### src/rtl/cpu_bus_pkg.sv
// Shared IF-to-ID bus definitions: bundle width, field offsets and the reset PC.
package cpu_bus_pkg;

  localparam int IF2ID_BUS_W = 100;

  localparam int PC_LSB    = 0;
  localparam int INST_LSB  = 32;
  localparam int ADEF_BIT  = 64;
  localparam int TLBR_BIT  = 65;
  localparam int PIF_BIT   = 66;
  localparam int PPI_BIT   = 67;
  localparam int BADDR_LSB = 68;

  localparam logic [31:0] RESET_PC = 32'h1bfffffc;

  typedef struct packed {
    logic [31:0] ex_baddr;
    logic        ex_ppi;
    logic        ex_pif;
    logic        ex_tlbr;
    logic        ex_adef;
    logic [31:0] inst;
    logic [31:0] pc;
  } if2id_bus_t;

  function automatic logic [31:0] bus_pc(input logic [IF2ID_BUS_W-1:0] bus);
    return bus[PC_LSB +: 32];
  endfunction

endpackage

### src/rtl/iq_ptr_ctrl.sv
// Pointer/occupancy control for inst_queue: push/pop/flush arbitration,
// wrapping read/write pointers and the entry count.
module iq_ptr_ctrl #(
  parameter int DEPTH = 4,
  parameter int PTR_W = $clog2(DEPTH),
  parameter int CNT_W = $clog2(DEPTH) + 1
) (
  input  logic             clk,
  input  logic             reset,
  input  logic             i_in_valid,
  input  logic             i_out_allowin,
  input  logic             i_flush,
  input  logic             i_bypass_go,
  output logic             o_push,
  output logic [PTR_W-1:0] o_wr_ptr,
  output logic [PTR_W-1:0] o_rd_ptr,
  output logic [CNT_W-1:0] o_count,
  output logic             o_allowin
);

  logic [PTR_W-1:0] r_wr_ptr, r_rd_ptr;
  logic [CNT_W-1:0] r_count;
  logic [PTR_W-1:0] w_wr_ptr_nx, w_rd_ptr_nx;
  logic [CNT_W-1:0] w_count_nx;
  logic             w_not_empty, w_push, w_pop;

  // allowin comes from registered count only: a pop while full does not open a slot
  assign o_allowin   = (r_count != CNT_W'(DEPTH));
  assign w_not_empty = (r_count != {CNT_W{1'b0}});
  assign w_push      = i_in_valid & o_allowin & ~i_flush & ~i_bypass_go;
  assign w_pop       = w_not_empty & i_out_allowin & ~i_flush;

  // Next-state pointer and count computation
  always_comb begin
    w_wr_ptr_nx = r_wr_ptr;
    w_rd_ptr_nx = r_rd_ptr;
    w_count_nx  = r_count;
    if (i_flush) begin
      w_wr_ptr_nx = {PTR_W{1'b0}};
      w_rd_ptr_nx = {PTR_W{1'b0}};
      w_count_nx  = {CNT_W{1'b0}};
    end else begin
      if (w_push) begin
        w_wr_ptr_nx = r_wr_ptr + {{(PTR_W-1){1'b0}}, 1'b1};
      end else begin
        w_wr_ptr_nx = r_wr_ptr;
      end
      if (w_pop) begin
        w_rd_ptr_nx = r_rd_ptr + {{(PTR_W-1){1'b0}}, 1'b1};
      end else begin
        w_rd_ptr_nx = r_rd_ptr;
      end
      case ({w_push, w_pop})
        2'b10:   w_count_nx = r_count + {{(CNT_W-1){1'b0}}, 1'b1};
        2'b01:   w_count_nx = r_count - {{(CNT_W-1){1'b0}}, 1'b1};
        default: w_count_nx = r_count;
      endcase
    end
  end

  // State register
  always_ff @(posedge clk) begin
    if (reset) begin
      r_wr_ptr <= {PTR_W{1'b0}};
      r_rd_ptr <= {PTR_W{1'b0}};
      r_count  <= {CNT_W{1'b0}};
    end else begin
      r_wr_ptr <= w_wr_ptr_nx;
      r_rd_ptr <= w_rd_ptr_nx;
      r_count  <= w_count_nx;
    end
  end

  assign o_push   = w_push;
  assign o_wr_ptr = r_wr_ptr;
  assign o_rd_ptr = r_rd_ptr;
  assign o_count  = r_count;

endmodule

### src/rtl/inst_queue.sv
// IF-to-ID decoupling instruction FIFO with flush. Define INST_QUEUE_BYPASS_EN
// for a zero-latency path from in_bus to out_bus when the queue is empty.
module inst_queue
  import cpu_bus_pkg::*;
#(
  parameter int DEPTH = 4,
  parameter int BUS_W = IF2ID_BUS_W
) (
  input  logic                       clk,
  input  logic                       reset,
  input  logic                       in_valid,
  input  logic [BUS_W-1:0]           in_bus,
  output logic                       iq_allowin,
  output logic                       out_valid,
  output logic [BUS_W-1:0]           out_bus,
  input  logic                       out_allowin,
  input  logic                       flush,
  output logic [$clog2(DEPTH):0]     iq_count
);

  localparam int PTR_W = $clog2(DEPTH);
  localparam int CNT_W = PTR_W + 1;

  logic [BUS_W-1:0] r_mem [DEPTH];
  logic [PTR_W-1:0] w_wr_ptr, w_rd_ptr;
  logic [CNT_W-1:0] w_count;
  logic             w_push, w_bypass_go, w_empty;

  assign w_empty = (w_count == {CNT_W{1'b0}});

  iq_ptr_ctrl #(
    .DEPTH (DEPTH),
    .PTR_W (PTR_W),
    .CNT_W (CNT_W)
  ) u_ptr_ctrl (
    .clk           (clk),
    .reset         (reset),
    .i_in_valid    (in_valid),
    .i_out_allowin (out_allowin),
    .i_flush       (flush),
    .i_bypass_go   (w_bypass_go),
    .o_push        (w_push),
    .o_wr_ptr      (w_wr_ptr),
    .o_rd_ptr      (w_rd_ptr),
    .o_count       (w_count),
    .o_allowin     (iq_allowin)
  );

  // Entry storage; contents are only meaningful between rd_ptr and wr_ptr
  always_ff @(posedge clk) begin
    if (w_push) begin
      r_mem[w_wr_ptr] <= in_bus;
    end
  end

`ifdef INST_QUEUE_BYPASS_EN
  // Empty queue hands the incoming bundle straight to ID; it is stored only if ID stalls
  assign w_bypass_go = w_empty & in_valid & out_allowin & ~flush;
  assign out_valid   = w_empty ? (in_valid & ~flush) : 1'b1;
  assign out_bus     = w_empty ? in_bus : r_mem[w_rd_ptr];
`else
  assign w_bypass_go = 1'b0;
  assign out_valid   = ~w_empty;
  assign out_bus     = r_mem[w_rd_ptr];
`endif

  assign iq_count = w_count;

endmodule

### config.mk
export PLATFORM = sky130hd
export DESIGN_NAME = inst_queue
export DESIGN_NICKNAME = d
export VERILOG_FILES = /design/src/rtl/cpu_bus_pkg.sv /design/src/rtl/iq_ptr_ctrl.sv /design/src/rtl/inst_queue.sv
export SDC_FILE = /design/constraint.sdc
export NUM_CORES = 1
export LEC_CHECK = 0
export CORE_UTILIZATION = 58
export DETAILED_ROUTE_END_ITERATION = 8
export PLACE_DENSITY = 0.88
export SLEW_MARGIN = 20
export SYNTH_ARGS = -nofsm -noshare
export SYNTH_HDL_FRONTEND = slang
export SYNTH_SLANG_ARGS = --single-unit
### constraint.sdc
create_clock -name clk -period 4.4 [get_ports clk]
set_clock_uncertainty 0.05 [all_clocks]
set_input_delay 1.1 -clock clk [delete_from_list [all_inputs] [get_ports clk]]
set_output_delay 1.1 -clock clk [all_outputs]
set_load 0.01 [all_outputs]
Word-level counts from Yosys, hierarchy flattened
Memory sizes are Yosys's and may differ from the RTL's. A register that Yosys moved wholly into a read port is not among the register bits.
Index checks and enable logic that the tools add are counted.
Storage, ports and cells
  flip-flop bits (word level): 7
  RAM bits: 400
  bits of input ports: 105
  output and inout bits: 105
  memories: 1
Cells by class
  $add $sub $neg: 4
  equality and inequality tests: 3
  multiplexer cells: 5
  bitwise gates (word level): 6
  reductions and logical operators: 4
Memory list
  r_mem: words 4, bits a word 100, rd ports 1, clocked after memory_dff 1, wr ports 1, line inst_queue.sv:24  | logic [BUS_W-1:0] r_mem [DEPTH];
Operators by type and width (number)
  $pmux 3 s2: 1
  $add 2x1->2 const B: 2
  $and 1x1->1: 4
  $mux 2: 2
  $add 3x1->3 const B: 1
  $logic_not 3->1: 1
  $ne 3x3->1 const B: 1
  $reduce_bool 3->1: 1
  $sub 3x1->3 const B: 1
  $eq 2x1->1 const B: 1
  $eq 2x2->1 const B: 1
  $mux 1: 2
  $not 1->1: 2
  $reduce_bool 2->1: 1
  $reduce_or 2->1: 1

Longest topological paths before layout
Gate-level depths: netlist of run 1.
  depth in word-level cells: 5
  mapped depth: 10
  depth with buffers taken out: 9

By module
Synthesis of run 1 repeated with hierarchy kept, for this count alone.
Unflattened totals
  cells, all modules: 569
  area total of the unflattened synthesis: 14935.6 um2
By module, submodules not included
  inst_queue: times used 1, cells each 528, area an instance 14570.2 um2
  iq_ptr_ctrl: times used 1, cells each 41, area an instance 365.4 um2

Least setup slack after synthesis of run 1
Ideal clock, no wire load.
  kind: input -> register
  start: input in_valid
  end: memory r_mem[0][0] (netlist bit) (enable)
  setup time: 0.414 ns
  arrival time: 2.754 ns
  setup slack: 1.182 ns
  stages on the path: 2
  cell sequence: nor2b_1 > and3_2
Between the ends
  cells in the longest elaborated chain, start to end: 4
Ends and longest elaborated chain
  from (decl): line inst_queue.sv:11  | input logic in_valid,
  $and 1x1->1 (2 in series): line iq_ptr_ctrl.sv:30  | assign w_push = i_in_valid & o_allowin & ~i_flush & ~i_bypass_go;
  $mux 1: line inst_queue.sv:51  | if (w_push) begin
  $mux 1 (implied by the code): line inst_queue.sv:52  | r_mem[w_wr_ptr] <= in_bus;
  to (decl): line inst_queue.sv:24
No other way between the ends.

==> results of run 1 <==
-- worst max-delay path, cell delays in order (launching register included) --
cell             delay [ps]
dfxtp_4                 610
buf_12                  430
mux4_2                  430
clkdlybuf4s50_1         510
-- Yosys cell counts --
master / count / area share, %
dfxtp_1: 9 / 1.2
or2_2: 1 / 0.042
nor3_1: 1 / 0.034
a21o_2: 1 / 0.059
nand4_1: 1 / 0.042
and3_2: 4 / 0.20
or3b_1: 1 / 0.059
a21oi_1: 6 / 0.20
buf_1: 2 / 0.050
nand2b_1: 1 / 0.042
clkbuf_2: 1 / 0.034
mux4_2: 100 / 15
nand3b_1: 1 / 0.050
nor2_1: 5 / 0.13
xor2_1: 2 / 0.12
o21ai_0: 3 / 0.10
or3_1: 3 / 0.13
o31ai_2: 1 / 0.084
and2_4: 1 / 0.059
nand3_1: 1 / 0.034
buf_2: 9 / 0.30
edfxtp_1: 400 / 81
nor2b_1: 1 / 0.042
ha_1: 5 / 0.42
clkbuf_1: 1 / 0.025
inv_1: 7 / 0.18
buf_4: 10 / 0.50
fa_1: 1 / 0.13
buf_6: 1 / 0.076
-- flip-flops by register name (all words and copies together) (netlist names), named ones only --
signal / cells
r_mem: 400
u_ptr_ctrl.o_count: 3
u_ptr_ctrl.o_rd_ptr: 2
u_ptr_ctrl.o_wr_ptr: 2
-- power breakdown --
group	internal, mW	total, mW	switching (mW)
registers	4.33	4.35	0.0152
clock network	1.85	3.24	1.39
logic	0.205	0.360	0.155
-- placed cells by master (no fill, tap or decap), types with 4 or more instances in the layout --
cell type,netlist,final
clkbuf_16,0,43
clkdlybuf4s50_1,0,209
and3_4,0,4
clkbuf_1,1,9
buf_12,0,8
edfxtp_1,400,400
mux4_2,100,100
clkinv_2,0,9
inv_1,7,7
a21oi_1,6,6
dfxtp_1,9,7
ha_1,5,5
clkinv_1,0,5
nor2_1,5,5
buf_4,10,5
-- per-stage QoR --
| stage | utilization, % | setup slack, ps | total power [mW] | std cells | area [µm²] |
|---|---|---|---|---|---|
| floorplan | - | 1180 | 4.54 | 580 | 14900 |
| global placement | 69.5 | 1010 | 4.77 | 1108 | 17500 |
| detailed placement | 69.5 | 868 | 4.79 | 1108 | 17500 |
| CTS | 74.5 | 621 | 8.01 | 1182 | 18800 |
| global route | 74.5 | 550 | 8.16 | 1182 | 18800 |
| finish | 74.5 | 679 | 7.95 | 1182 | 18800 |
-- cells by family after synthesis --
| group | after synthesis | synth area share [%] |
|---|---|---|
| buf+inv | 31 | 1.17 |
| fa+ha+maj | 6 | 0.554 |
| simple gates | 21 | 0.856 |
| xor+xnor | 2 | 0.117 |
| mux | 100 | 15.1 |
| flops | 409 | 81.8 |
| compound gates | 11 | 0.445 |
-- path summary, 6_finish.rpt --
| kind | start | end | slack, ps | cells past startpoint |
|---|---|---|---|---|
| max | flop | out_bus[97] | 680 | 3 |
| max reg2reg | u_ptr_ctrl.o_count[2]$_SDFFE_PP0P_ | u_ptr_ctrl.o_count[2]$_SDFFE_PP0P_ | 1760 | 9 |
| min reg2reg | u_ptr_ctrl.o_rd_ptr[1]$_SDFFE_PP0P_ | flop | 450 | 2 |
| min | u_ptr_ctrl.o_rd_ptr[1]$_SDFFE_PP0P_ | flop | 450 | 2 |
-- final cells by class --
type	count	area [µm²]
clock buffers	52	1110
inverters	7	26.3
multi-input cells	140	2560
well taps	330	413
fillers	1301	6430
flip-flops and latches	409	12200
clock inverters	22	151
repair buffers	222	2290
-- metal layers --
layer	track usage (%)	wire, µm	up-vias	part of all wire (%)
met5	0	35	-	0.12
li1	-	-	2980	-
met2	38.3	15100	293	52
met3	5.14	2080	56	7.1
met4	7.89	677	6	2.3
met1	29.3	11200	3568	38
==> flow_summary.json, run 1 <==
{
  "max_freq_mhz": 269,
  "grt_max_degree": 74,
  "wl_mm": 29.1,
  "p_leak_nw": 5.85,
  "grtUsageTotal_pct": 22.7,
  "hold_slack_ps": 452,
  "cts_hold_buf": 0,
  "die_width_um": 162,
  "hold_path_class": "flop to flop",
  "detail_route.wl_per_cell_um": 24.6,
  "setup.worst_path.end_class": "output pin",
  "nets": 932,
  "antenna_found_initial": 5,
  "slew_violations": 0,
  "io-pin-count": 210,
  "die-area_um2": 26400,
  "synth_seq_cells": 409,
  "drt_iter0_drc": 546,
  "rsz0062_at_grt": "false",
  "vias": 6903,
  "synth_nets": 691,
  "syn-cell-area_um2": 14900,
  "finalCriticalPeriod_ps": 3720,
  "numPortBuffers": 209,
  "ant_nets": 0,
  "vias_per_cell": 5.84,
  "critical_path_class": "flop to output pin",
  "clock_latency_ps": 520,
  "finalCritPeriodShare_pct": 84.6,
  "power_density_nw_per_um2": 424,
  "cts_setup_buffers": 0,
  "synth_cells": 580,
  "drc_errors": 0,
  "path_clk_slew_ps": 50,
  "syn_avg_cell_area_um2": 25.7,
  "ys_seq_area_share_pct": 81.8,
  "ys.warnings.count": 0,
  "drv_cap": 0,
  "grt_pass1_vias": 7472,
  "firstDrtPassIters": 5,
  "hpwl_mm": 17.9,
  "clock-sinks": 409,
  "cts_inserted_buffers": 41,
  "max-vdd-ir-drop_mv": 0.382,
  "start_util_pct": 59.2,
  "worst-path-max-fanout": 73,
  "ys_types": 29,
  "status": "completed",
  "setup_violations": 0,
  "tightest_slew_ps": 696,
  "cts.repair.resized": 0,
  "antenna-diode-count": 0,
  "grt_pass1_wl_mm": 43.5,
  "clk_path_buf_depth": 3,
  "area_growth_pct": 25.7,
  "gp_congestion": 0.783,
  "cts_tree": "built",
  "htree_levels": 2,
  "grt_remaining_overflow": 0,
  "row_count": 58,
  "worstPathRequired_ps": 3250,
  "drive_gt1_share_pct": 21.5,
  "root_buffer": "clkbuf_16",
  "finalHoldViolCount": 0,
  "crit_path_start_kind": "flop",
  "arrival_ps": 2570,
  "fp.dieH_um": 162,
  "coreArea_um2": 25200,
  "fin_tns_setup_ps": 0,
  "relSlewSlack_pct": 53.6
}
Note: power is estimated with default switching activity, not from simulation.
==> inputs of run 2 (changes only) <==
CORE_UTILIZATION = 54   (was 58)
PLACE_DENSITY = 0.83   (was 0.88)
clock period = 3.52 ns   (was 4.4 ns; I/O delays follow)
==> run 2 against run 1 <==
Against the previous run: die area up 7.3%; sequential power up 25%; first-iteration DRC count down 7.7%; register-to-register slack worse by 850 ps; combinational power up 24%; power up 29%; via count about the same; worst hold slack better by 18 ps; largest power group unchanged.
==> flow_summary.json, run 2 (same netlist as run 1, synthesis figures left out) <==
{
  "relSlewSlack_pct": 58.6,
  "layout_commonest_cell": "edfxtp_1",
  "worstPathRequired_ps": 2590,
  "grt_max_degree": 63,
  "slowest_delay_ps": 540,
  "power_density_nw_per_um2": 541,
  "coreArea_um2": 27000,
  "nets": 942,
  "hold_path_class": "flop to flop",
  "top_register": "r_mem",
  "status": "completed",
  "start_util_pct": 55.2,
  "finalHoldViolCount": 0,
  "drt_iter0_drc": 504,
  "utilization_pct": 70.4,
  "clock-sinks": 409,
  "htree_levels": 2,
  "grt_pass1_wl_mm": 42.6,
  "finalCritPeriodShare_pct": 95.9,
  "comb_power_share_pct": 4.3,
  "clk_path_buf_depth": 3,
  "max-vdd-ir-drop_mv": 0.466,
  "root_buffer": "clkbuf_16",
  "die-area_um2": 28300,
  "grt_pass1_vias": 7410,
  "fp.dieH_um": 168,
  "drive_gt1_share_pct": 22.8,
  "power.total_mw": 10.3,
  "numPortBuffers": 209,
  "row_count": 60,
  "switching_power_mw": 1.94,
  "fin_tns_setup_ps": 0,
  "crit_slowest_cell": "mux4_2",
  "critical_path_class": "flop to output pin",
  "setup_violations": 0,
  "antenna_found_initial": 0,
  "grtUsageTotal_pct": 20.3,
  "largest_register_ffs": 400,
  "stdcell_count": 1204,
  "cts_hold_buf": 0,
  "clock_latency_ps": 530,
  "p_leak_nw": 5.99,
  "slew_violations": 0,
  "cts_tree": "built",
  "crit_buf_inv": 2,
  "tightest_slew_ps": 620,
  "worst-path-max-fanout": 30,
  "finalCriticalPeriod_ps": 3380,
  "numPlacedInstances": 1122,
  "gp_congestion": 0.813,
  "max_freq_mhz": 296,
  "drv_cap": 0,
  "crit_path_start_kind": "flop",
  "arrival_ps": 2450,
  "internal_power_mw": 8.35,
  "drc_errors": 0,
  "switching_share_pct": 18.9,
  "path_delay_family": "buffers and inverters",
  "cp_cell_sequence": "buf_12 -> mux4_2 -> clkdlybuf4s50_1",
  "area_growth_pct": 27.5,
  "cts_inserted_buffers": 41,
  "grt_remaining_overflow": 0,
  "path_clk_slew_ps": 60,
  "power_frac_clock_pct": 42.8,
  "die_width_um": 168,
  "detail_route.wl_per_cell_um": 23.5,
  "cts_setup_buffers": 0,
  "rsz0062_at_grt": "false",
  "ant_nets": 0,
  "hpwl_mm": 16.7,
  "seq_power_share_pct": 52.8,
  "vias_per_cell": 5.73,
  "vias": 6897,
  "cts.repair.resized": 0,
  "setup.worst_path.end_class": "output pin",
  "io-pin-count": 210,
  "antenna-diode-count": 0,
  "wl_mm": 28.3,
  "firstDrtPassIters": 5,
  "final_cell_mix": "edfxtp_1 (400), clkdlybuf4s50_1 (209), mux4_2 (100)"
}
[run 2: final timing paths]
kind                                            start                            endpoint  slack [ps]  depth (start not counted)
setup / recovery                                 flop                         out_bus[68]         140                          3
hold / removal    u_ptr_ctrl.o_rd_ptr[1]$_SDFFE_PP0P_                                flop         470                          2
setup reg to reg   u_ptr_ctrl.o_count[2]$_SDFFE_PP0P_  u_ptr_ctrl.o_count[2]$_SDFFE_PP0P_         910                          9
hold reg to reg   u_ptr_ctrl.o_rd_ptr[1]$_SDFFE_PP0P_                                flop         470                          2
[run 2: area by class of cell]
cell class | count | area, µm²
fill | 1575 | 8010
tap | 341 | 427
sequential | 409 | 12200
timing repair buffer | 232 | 2400
clock buffer | 51 | 1180
multi-input combinational | 140 | 2560
inverter | 7 | 26.3
clock inverter | 24 | 219
[run 2: per-stage QoR]
stage,cell area (µm²),hold WS (ps),setup WS [ps]
global placement,17600,428,479
finish,19000,470,144
detailed placement,17600,450,213
floorplan,14900,409,522
CTS,19000,459,1.62
global route,19000,512,43.1
[run 2: power by group through the flow]
| stage | logic (mW) | registers (mW) | clock network [mW] |
|---|---|---|---|
| finish | 0.446 | 5.44 | 4.41 |
| global route | 0.472 | 5.44 | 4.65 |
| CTS | 0.449 | 5.44 | 4.48 |
| detailed placement | 0.446 | 5.54 | 0 |
| global placement | 0.427 | 5.53 | 0 |
| floorplan | 0.136 | 5.54 | 0 |
[run 2: worst reg2reg max path: stages (launching register included)]
cell and delay [ps]:
dfxtp_1 420, or3b_1 540, and2_4 220, inv_1 50, ha_1 180, inv_1 60, fa_1 390, xor2_1 160
or3_1 320, a21oi_1 170
[run 2: routing by layer]
| metal | routed length [µm] | global-route usage [%] |
|---|---|---|
| met1 | 11000 | 25.9 |
| met2 | 14700 | 34.5 |
| met3 | 1940 | 4.96 |
| met4 | 751 | 7.11 |
| met5 | 0 | 0 |
